==> src/rtl/int_to_float_pipelined_converter.sv <==
// int_to_float_pipelined_converter
//
// Pipelined integer to IEEE-754 binary converter used by the FP unit for the
// FCVT.S.W/WU/L/LU and FCVT.D.* family. It handles signed or unsigned sources
// and the five RISC-V rounding modes, and it reports the NX (inexact) flag.
// The configured widths guarantee that overflow, underflow and specials
// cannot occur.
//
// Pipeline ranks (every rank moves together when 'advance' is high):
//   operand register -> stage 1 (sign/magnitude) -> stage 2 (normalise)
//   -> stage 3 (round/pack, drives the outputs)
// An operand accepted at edge N is presented after edge N+3.
//
// Ports:
//   clock           rising-edge clock
//   reset_n         asynchronous active-low reset
//   in_valid        operand valid
//   in_ready        converter can accept an operand this cycle
//   input_integer   source integer, INT_WIDTH bits
//   sign_mode       1 = two's-complement source, 0 = unsigned source
//   rounding_mode   RISC-V rm: 000 RNE, 001 RTZ, 010 RDN, 011 RUP, 100 RMM
//   out_valid       result valid
//   out_ready       consumer accepts the result
//   converted_float packed {sign, exponent, mantissa}
//   inexact         result differs from the exact integer value
module int_to_float_pipelined_converter #(
  parameter int INT_WIDTH = 64,
  parameter int EXP_WIDTH = 8,
  parameter int MAN_WIDTH = 23
) (
  input  logic                           clock,
  input  logic                           reset_n,
  input  logic                           in_valid,
  output logic                           in_ready,
  input  logic [INT_WIDTH-1:0]           input_integer,
  input  logic                           sign_mode,
  input  logic [2:0]                     rounding_mode,
  output logic                           out_valid,
  input  logic                           out_ready,
  output logic [EXP_WIDTH+MAN_WIDTH:0]   converted_float,
  output logic                           inexact
);

  localparam int LZC_WIDTH = $clog2(INT_WIDTH + 1);
  localparam int FLOAT_WIDTH = 1 + EXP_WIDTH + MAN_WIDTH;
  // Normalised magnitude without its implicit one, followed by enough zero
  // fill that a guard bit and at least one sticky bit always exist.
  localparam int EXT_WIDTH = INT_WIDTH + 1 + MAN_WIDTH;
  localparam int BIAS = 2**(EXP_WIDTH-1) - 1;
  localparam logic [EXP_WIDTH-1:0] EXP_TOP = EXP_WIDTH'(INT_WIDTH - 1 + BIAS);

  logic advance;

  // Operand register
  logic                 opValid_q;
  logic [INT_WIDTH-1:0] opInt_q;
  logic                 opSignMode_q;
  logic [2:0]           opRm_q;

  // Stage 1: sign and magnitude
  logic                 s1Sign_d;
  logic [INT_WIDTH-1:0] s1Mag_d;
  logic                 s1Valid_q;
  logic                 s1Sign_q;
  logic [INT_WIDTH-1:0] s1Mag_q;
  logic [2:0]           s1Rm_q;

  // Stage 2: leading-zero count and normalisation
  logic [LZC_WIDTH-1:0] s2Lzc_d;
  logic [INT_WIDTH-1:0] s2Norm_d;
  logic                 s2Valid_q;
  logic                 s2Sign_q;
  logic [LZC_WIDTH-1:0] s2Lzc_q;
  logic [INT_WIDTH-1:0] s2Norm_q;
  logic [2:0]           s2Rm_q;

  // Stage 3: rounding and packing
  logic [EXT_WIDTH-1:0]   ext;
  logic [MAN_WIDTH-1:0]   mant;
  logic                   guardBit;
  logic                   stickyBit;
  logic                   roundUp;
  logic [MAN_WIDTH:0]     mantSum;
  logic [EXP_WIDTH-1:0]   expBiased;
  logic [FLOAT_WIDTH-1:0] outFloat_d;
  logic                   outInexact_d;
  logic                   outValid_q;
  logic [FLOAT_WIDTH-1:0] outFloat_q;
  logic                   outInexact_q;

  // A stalled output freezes every rank, so nothing can be accepted either.
  assign advance  = ~outValid_q | out_ready;
  assign in_ready = advance;

  assign out_valid       = outValid_q;
  assign converted_float = outFloat_q;
  assign inexact         = outInexact_q;

  // Two's-complement negation of the most-negative value wraps back to
  // 2^(INT_WIDTH-1), which is exactly the magnitude read as unsigned.
  always_comb begin
    s1Sign_d = opSignMode_q & opInt_q[INT_WIDTH-1];
    s1Mag_d  = s1Sign_d ? (~opInt_q + INT_WIDTH'(1)) : opInt_q;
  end

  // The highest set bit is written last, so it decides the count. A zero
  // magnitude leaves the count at INT_WIDTH and a normalised MSB of 0,
  // and stage 3 uses that MSB as its nonzero indicator.
  always_comb begin
    s2Lzc_d = LZC_WIDTH'(INT_WIDTH);
    for (int i = 0; i < INT_WIDTH; i++) begin
      if (s1Mag_q[i]) begin
        s2Lzc_d = LZC_WIDTH'(INT_WIDTH - 1 - i);
      end
    end
    s2Norm_d = s1Mag_q << s2Lzc_d;
  end

  // A carry out of the mantissa increment leaves the mantissa bits at zero,
  // so only the exponent needs the extra one.
  always_comb begin
    ext       = {s2Norm_q[INT_WIDTH-2:0], {(MAN_WIDTH + 2){1'b0}}};
    mant      = ext[EXT_WIDTH-1 -: MAN_WIDTH];
    guardBit  = ext[INT_WIDTH];
    stickyBit = |ext[INT_WIDTH-1:0];
    case (s2Rm_q)
      3'b001:  roundUp = 1'b0;
      3'b010:  roundUp = s2Sign_q & (guardBit | stickyBit);
      3'b011:  roundUp = ~s2Sign_q & (guardBit | stickyBit);
      3'b100:  roundUp = guardBit;
      default: roundUp = guardBit & (stickyBit | mant[0]);
    endcase
    mantSum   = {1'b0, mant} + (MAN_WIDTH + 1)'(roundUp);
    expBiased = EXP_TOP - EXP_WIDTH'(s2Lzc_q) + EXP_WIDTH'(mantSum[MAN_WIDTH]);
    outFloat_d   = '0;
    outInexact_d = 1'b0;
    if (s2Norm_q[INT_WIDTH-1]) begin
      outFloat_d   = {s2Sign_q, expBiased, mantSum[MAN_WIDTH-1:0]};
      outInexact_d = guardBit | stickyBit;
    end
  end

  // All ranks shift together; bubbles travel as cleared valid bits.
  always_ff @(posedge clock or negedge reset_n) begin
    if (!reset_n) begin
      opValid_q    <= 1'b0;
      opInt_q      <= '0;
      opSignMode_q <= 1'b0;
      opRm_q       <= '0;
      s1Valid_q    <= 1'b0;
      s1Sign_q     <= 1'b0;
      s1Mag_q      <= '0;
      s1Rm_q       <= '0;
      s2Valid_q    <= 1'b0;
      s2Sign_q     <= 1'b0;
      s2Lzc_q      <= '0;
      s2Norm_q     <= '0;
      s2Rm_q       <= '0;
      outValid_q   <= 1'b0;
      outFloat_q   <= '0;
      outInexact_q <= 1'b0;
    end else if (advance) begin
      opValid_q    <= in_valid;
      opInt_q      <= input_integer;
      opSignMode_q <= sign_mode;
      opRm_q       <= rounding_mode;
      s1Valid_q    <= opValid_q;
      s1Sign_q     <= s1Sign_d;
      s1Mag_q      <= s1Mag_d;
      s1Rm_q       <= opRm_q;
      s2Valid_q    <= s1Valid_q;
      s2Sign_q     <= s1Sign_q;
      s2Lzc_q      <= s2Lzc_d;
      s2Norm_q     <= s2Norm_d;
      s2Rm_q       <= s1Rm_q;
      outValid_q   <= s2Valid_q;
      outFloat_q   <= outFloat_d;
      outInexact_q <= outInexact_d;
    end
  end

endmodule
==> config.mk <==
export PLATFORM = sky130hd
export DESIGN_NAME = int_to_float_pipelined_converter
export DESIGN_NICKNAME = d
export VERILOG_FILES = /design/src/rtl/int_to_float_pipelined_converter.sv
export SDC_FILE = /design/constraint.sdc
export NUM_CORES = 1
export LEC_CHECK = 0
export BUFFER_PORTS_ARGS = -buffer_cell sky130_fd_sc_hd__buf_2
export CAP_MARGIN = 20
export CORE_MARGIN = 2
export CORE_UTILIZATION = 30
export DETAILED_ROUTE_END_ITERATION = 10
export GPL_ROUTABILITY_DRIVEN = 0
export PLACE_DENSITY = 0.51
export REMOVE_ABC_BUFFERS = 1
export SLEW_MARGIN = 5
export SYNTH_ARGS = -nofsm -noshare
export SYNTH_HDL_FRONTEND = slang
export SYNTH_SLANG_ARGS = --single-unit
==> constraint.sdc <==
create_clock -name clock -period 8.7 [get_ports clock]
set_input_delay 1.305 -clock clock [delete_from_list [all_inputs] [get_ports clock]]
set_output_delay 1.305 -clock clock [all_outputs]
set_load 0.1 [all_outputs]
* Word-level counts from Yosys, hierarchy flattened
Cells that the tools add are included.
Storage, ports and cells: register bits after elaboration 248, input port bits 72, output and inout port bits 35, word-level logic and storage cells 104
Operators by class: add/sub/neg operators 4, equal/unequal tests 4, shift operators 1, mux-type cells 68, bitwise gates (word level) 10, reductions and logical operators 1
Operators by type and width (count):
- 7-bit 2-to-1 mux | 64
- 64-bit by 1-bit adder with 64-bit output (second input constant) | 1
- 64-bit 2-to-1 mux | 1
- 64-bit NOT | 1
- 64-bit by 7-bit left shift with 64-bit output | 1
- 39-bit OR reduction | 1
- 32-bit 2-to-1 mux | 1
- 23-bit by 1-bit adder with 24-bit output | 1
- 8-bit by 1-bit adder with 8-bit output | 1
- 8-bit by 7-bit subtractor with 8-bit output (first input constant) | 1
- 3-bit by 2-bit equality test with 1-bit output (second input constant) | 2
- 1-bit bitwise AND | 4
- 1-bit one-hot mux with 4 select lines | 1
- 3-bit by 1-bit equality test with 1-bit output (second input constant) | 1
- 3-bit equality test (second input constant) | 1
- 1-bit bitwise OR | 3
- 1-bit NOT | 2
- 1-bit 2-to-1 mux | 1

* Logic depth before layout (Yosys ltp)
depth in word-level cells 65, mapped depth 16, gate-level depth less buffers 16

* Worst setup path before layout
Ideal clock, no wire load.
path type input-to-output, start point in out_ready, end point out in_ready, arrival 3.028 ns, data required time 7.395 ns, path slack 4.367 ns, stages on the path 5, buffers on the path 3, path through nor2b_1 > clkinv_1 > clkbuf_1 > clkbuf_1 > clkbuf_1
On the way: cells in the longest elaborated chain, start to end 1
Ends and longest elaborated chain:
- start: declaration | RTL line 39 | input logic out_ready,
- 1-bit bitwise OR | RTL line 92 | assign advance = ~outValid_q | out_ready;
- end: declaration | RTL line 34 | output logic in_ready,
No other way between the ends.

* Final worst setup path
start point reg s1Mag_q[5], end point reg s2Norm_q[45]
On the way: cells in the longest elaborated chain, start to end 60
Ends and longest elaborated chain:
- start: declaration | RTL line 65 | logic [INT_WIDTH-1:0] s1Mag_q;
- start signal: assignment | RTL line 169 | s1Mag_q <= s1Mag_d;
- 7-bit 2-to-1 mux (59 in a row) | RTL line 112 | if (s1Mag_q[i]) begin
- 64-bit by 7-bit left shift with 64-bit output (*) | RTL line 116 | s2Norm_d = s1Mag_q << s2Lzc_d;
- end signal: assignment | RTL line 174 | s2Norm_q <= s2Norm_d;
- end: declaration | RTL line 74 | logic [INT_WIDTH-1:0] s2Norm_q;
Every way passes the cells marked *; elsewhere a longest branch is shown, timed or not. A chain may end at the register's enable or synchronous reset.

==> results.sh <==
export IMPL_area_growth_syn_to_layout_pct=13.0
export IMPL_worst_slew_pin_slew_ns=1.22
export IMPL_synthArstFlopShare=1.00
export IMPL_synthAdderAreaFrac=0.00380
export IMPL_status="finished, final reports clean"
export IMPL_path_max_fanout=36
export IMPL_hold_path_cell_count=2
export IMPL_final_nets=2180
export IMPL_clk_latency_ns=0.54
export IMPL_antenna_left=0
export IMPL_rsz0062_at_grt="no"
export IMPL_synth_mux_area_frac=0.0377
export IMPL_finalWirelength_mm=57.9
export IMPL_synth_xor_area_frac=0.0469
export IMPL_slew_violations=0
export IMPL_die_w_um=238
export IMPL_drive_gt1_frac=0.113
export IMPL_grt_use_total=0.202
export IMPL_r2r_start="s1Mag_q[5]"
export IMPL_wire_per_inst_um=20.5
export IMPL_hp_class="reg -> reg"
export IMPL_hold_viol=0
export IMPL_ys_ff_latch=248
export IMPL_slowest_stage="a222oi_1"
export IMPL_drv_cap=0
export IMPL_min_period_over_period=0.584
export IMPL_final_setup_viol_count=0
export IMPL_clock_tree_root_cell="clkbuf_16"
export IMPL_start_util=0.304
export IMPL_skew_ns=0.0155
export IMPL_firstDrtPassIters=6
export IMPL_yosys_warnings=0
export IMPL_synthCells=2092
export IMPL_ctsHoldBuffers=0
export IMPL_fmax_ghz=0.197
export IMPL_synth_edf_count=0
export IMPL_coreArea_mm2=0.0540
export IMPL_cts_inserted_buffers=34
export IMPL_htreeDepth=2
export IMPL_dp_hpwl_mm=40.7
export IMPL_grt_pass1_vias=15300
export IMPL_ys_flop_type="dfrtp_1"
export IMPL_crit_path_end="s2Norm_q[45]"
export IMPL_drc_errors=0
export IMPL_worstPathCellList="nor3_1 -> o21ai_0 -> o211a_1 -> a211oi_1 -> o21ai_4 -> buf_4 -> nand2_1 -> buf_4 -> a211oi_1 -> a31o_2 -> a222oi_1 -> nand2_1 -> a32oi_1"
export IMPL_synth_compound_area_share=0.244
export IMPL_postCtsSetupRepairBufs=0
export IMPL_synth_area_leader_cell="dfrtp_1"
export IMPL_required_ns=9.15
export IMPL_post_cts_resized=0
export IMPL_rows=85
export IMPL_synth_cell_area_mm2=0.0165
export IMPL_grt_pass1_wl_mm=91.5
export IMPL_synth_top_family_by_area="compound AO/OA/AOI/OAI gates"
export IMPL_clkTransAtPathRegs_ns=0.06
export IMPL_end_kind="flip-flop"
export IMPL_post_route_min_period_ns=5.08
export IMPL_viasPerCell=5.74
export IMPL_clock_sinks=248
export IMPL_relSlewSlack=0.183
export IMPL_dieArea_mm2=0.0567
export IMPL_cp_start_kind="flip-flop"
export IMPL_netlist_top_cells_area="dfrtp_1 (38%), nand2_1 (11%), o21ai_0 (6.8%), a21oi_1 (2.9%), nand3_1 (2.9%)"
export IMPL_ys_types=91
export IMPL_critical_path_class="reg -> reg"
export IMPL_antenna_found_initial=1
export IMPL_grt_max_degree=120
export IMPL_synth_simple_gate_area_frac=0.242
export IMPL_r2r_end="s2Norm_q[45]"
export IMPL_ys_seq_area_frac=0.377
export IMPL_r2r_cells=13
export IMPL_slowest_delay_ns=1.07
export IMPL_tritoncts="done"
export IMPL_diodes=0
export IMPL_ff2ff_setup_slack_ns=3.62
export IMPL_yosys_area_top_type_share=0.377
export IMPL_via_count=16200
export IMPL_utilization=0.344
export IMPL_ios=107
export IMPL_syn_area_per_cell_um2=7.86
export IMPL_fp_dieH_um=238
export IMPL_crit_path_start="s1Mag_q[5]"
export IMPL_critical_path_arrival_ns=5.53
export IMPL_overflow=0
export IMPL_io_buffers=106
export IMPL_clockBufferDepth=3
export IMPL_first_iter_violations=1557
[registers in the layout, indices dropped and copies added (netlist names)]
name,cells
converted_float,32
inexact,1
opInt_q,64
opRm_q,3
opSignMode_q,1
opValid_q,1
out_valid,1
s1Mag_q,64
s1Rm_q,3
s1Sign_q,1
s1Valid_q,1
s2Lzc_q,7
s2Norm_q,64
s2Rm_q,3
s2Sign_q,1
s2Valid_q,1
[placed cells by master (no fill, tap or decap), types with 10 or more instances in the layout]
cell type / Yosys / final
nand2_1: 473 / 473
dfrtp_1: 248 / 248
o21ai_0: 223 / 222
nor2_1: 120 / 120
buf_2: 45 / 105
a21oi_1: 95 / 95
nand3_1: 94 / 94
nor3_1: 49 / 49
xor2_1: 47 / 47
mux2i_1: 44 / 44
nor4_1: 42 / 42
xnor2_1: 41 / 41
clkbuf_16: 0 / 37
a211oi_1: 34 / 34
buf_4: 7 / 30
a22oi_1: 29 / 29
and3_1: 24 / 24
o211ai_1: 22 / 22
inv_1: 18 / 18
a31oi_1: 17 / 17
o31ai_1: 16 / 16
mux2_2: 16 / 16
nand2b_1: 15 / 15
o21ai_1: 16 / 15
a22o_1: 13 / 13
nand4_1: 12 / 12
o21a_1: 13 / 12
or4_1: 11 / 11
o211a_1: 11 / 11
a311oi_1: 11 / 11
o221ai_1: 10 / 10
a211o_1: 10 / 10
o22ai_1: 10 / 10
[cell families (layout without fill, tap and decap cells)]
kind of cell	Yosys count	in the layout
compound gates	618	618
flops	248	248
buf+inv	182	214
mux	60	60
simple gates	891	891
xor+xnor	88	88
fa+ha+maj	5	5
[layout make-up]
cell class                 instances  area (µm²)
fill                            5740       35400
multi-input combinational       1662        9500
sequential                       248        6210
clock buffer                      50        1060
tap                              696         871
timing repair buffer             138         821
inverter                          19        73.8
clock inverter                     7        41.3
[routing by layer]
layer / up-vias / global-route usage / part of all wire / routed length [µm]
met1: 7785 / 0.293 / 0.46 / 26500
met5: - / 0 / 0.00022 / 13
li1: 7550 / - / - / -
met4: 2 / 0.0655 / 0.028 / 1610
met2: 710 / 0.301 / 0.43 / 25100
met3: 126 / 0.0389 / 0.079 / 4590
[Yosys cell counts (all sizes together) (6+ instances only)]
cell type,instances
o21ai,242
mux2i,44
o211ai,22
nand2,475
a211o,10
nand4,12
o31ai,17
xnor2,41
nor3,51
a311oi,13
or4,12
nand3,95
buf,67
inv,18
nand2b,15
nor2b,6
nor2,122
a21oi,95
mux2,16
clkbuf,96
a21o,8
o21bai,6
a221oi,8
o211a,11
and2,10
o221ai,10
a22oi,30
a22o,13
and3,24
o21a,13
a31oi,18
or3,8
xor2,47
a211oi,34
dfrtp,248
o22ai,10
nor4,43
[worst min-delay path by stage]
stage	start	endpoint	slack (ns)
3_5_place_dp	s2Valid_q	out_valid	0.45
3_3_place_gp	converted_float[21]	converted_float[21]	0.45
2_1_floorplan	s2Valid_q	s2Valid_q	0.43
4_1_cts	s2Valid_q	out_valid	0.46
5_1_grt	converted_float[23]	converted_float[23]	0.48
6_report	converted_float[0]	converted_float[0]	0.46
[worst max-delay path, delay by kind of cell, from the launching register on]
kind | cells | cell delay [ns]
AND/OR/NAND/NOR | 3 | 0.46
buffers and inverters | 2 | 0.71
flip-flops | 1 | 0.53
AO/OA/AOI/OAI | 8 | 3.24
[through the flow]
stage,hold WS (ns),TNS (ns),area (µm²),cells,setup WS (ns)
final,0.460,0,18600,2820,3.62
after global placement,0.447,0,17400,2761,3.89
after global routing,0.485,0,18600,2820,3.55
after CTS,0.461,0,18500,2818,3.86
after floorplan,0.430,-1995.38,15700,1929,-10.67
after detailed placement,0.448,0,17400,2761,3.89
Power is left out: the tool's default activity adds up to more than one toggle a clock period on the data nets, which glitch-free logic cannot reach.
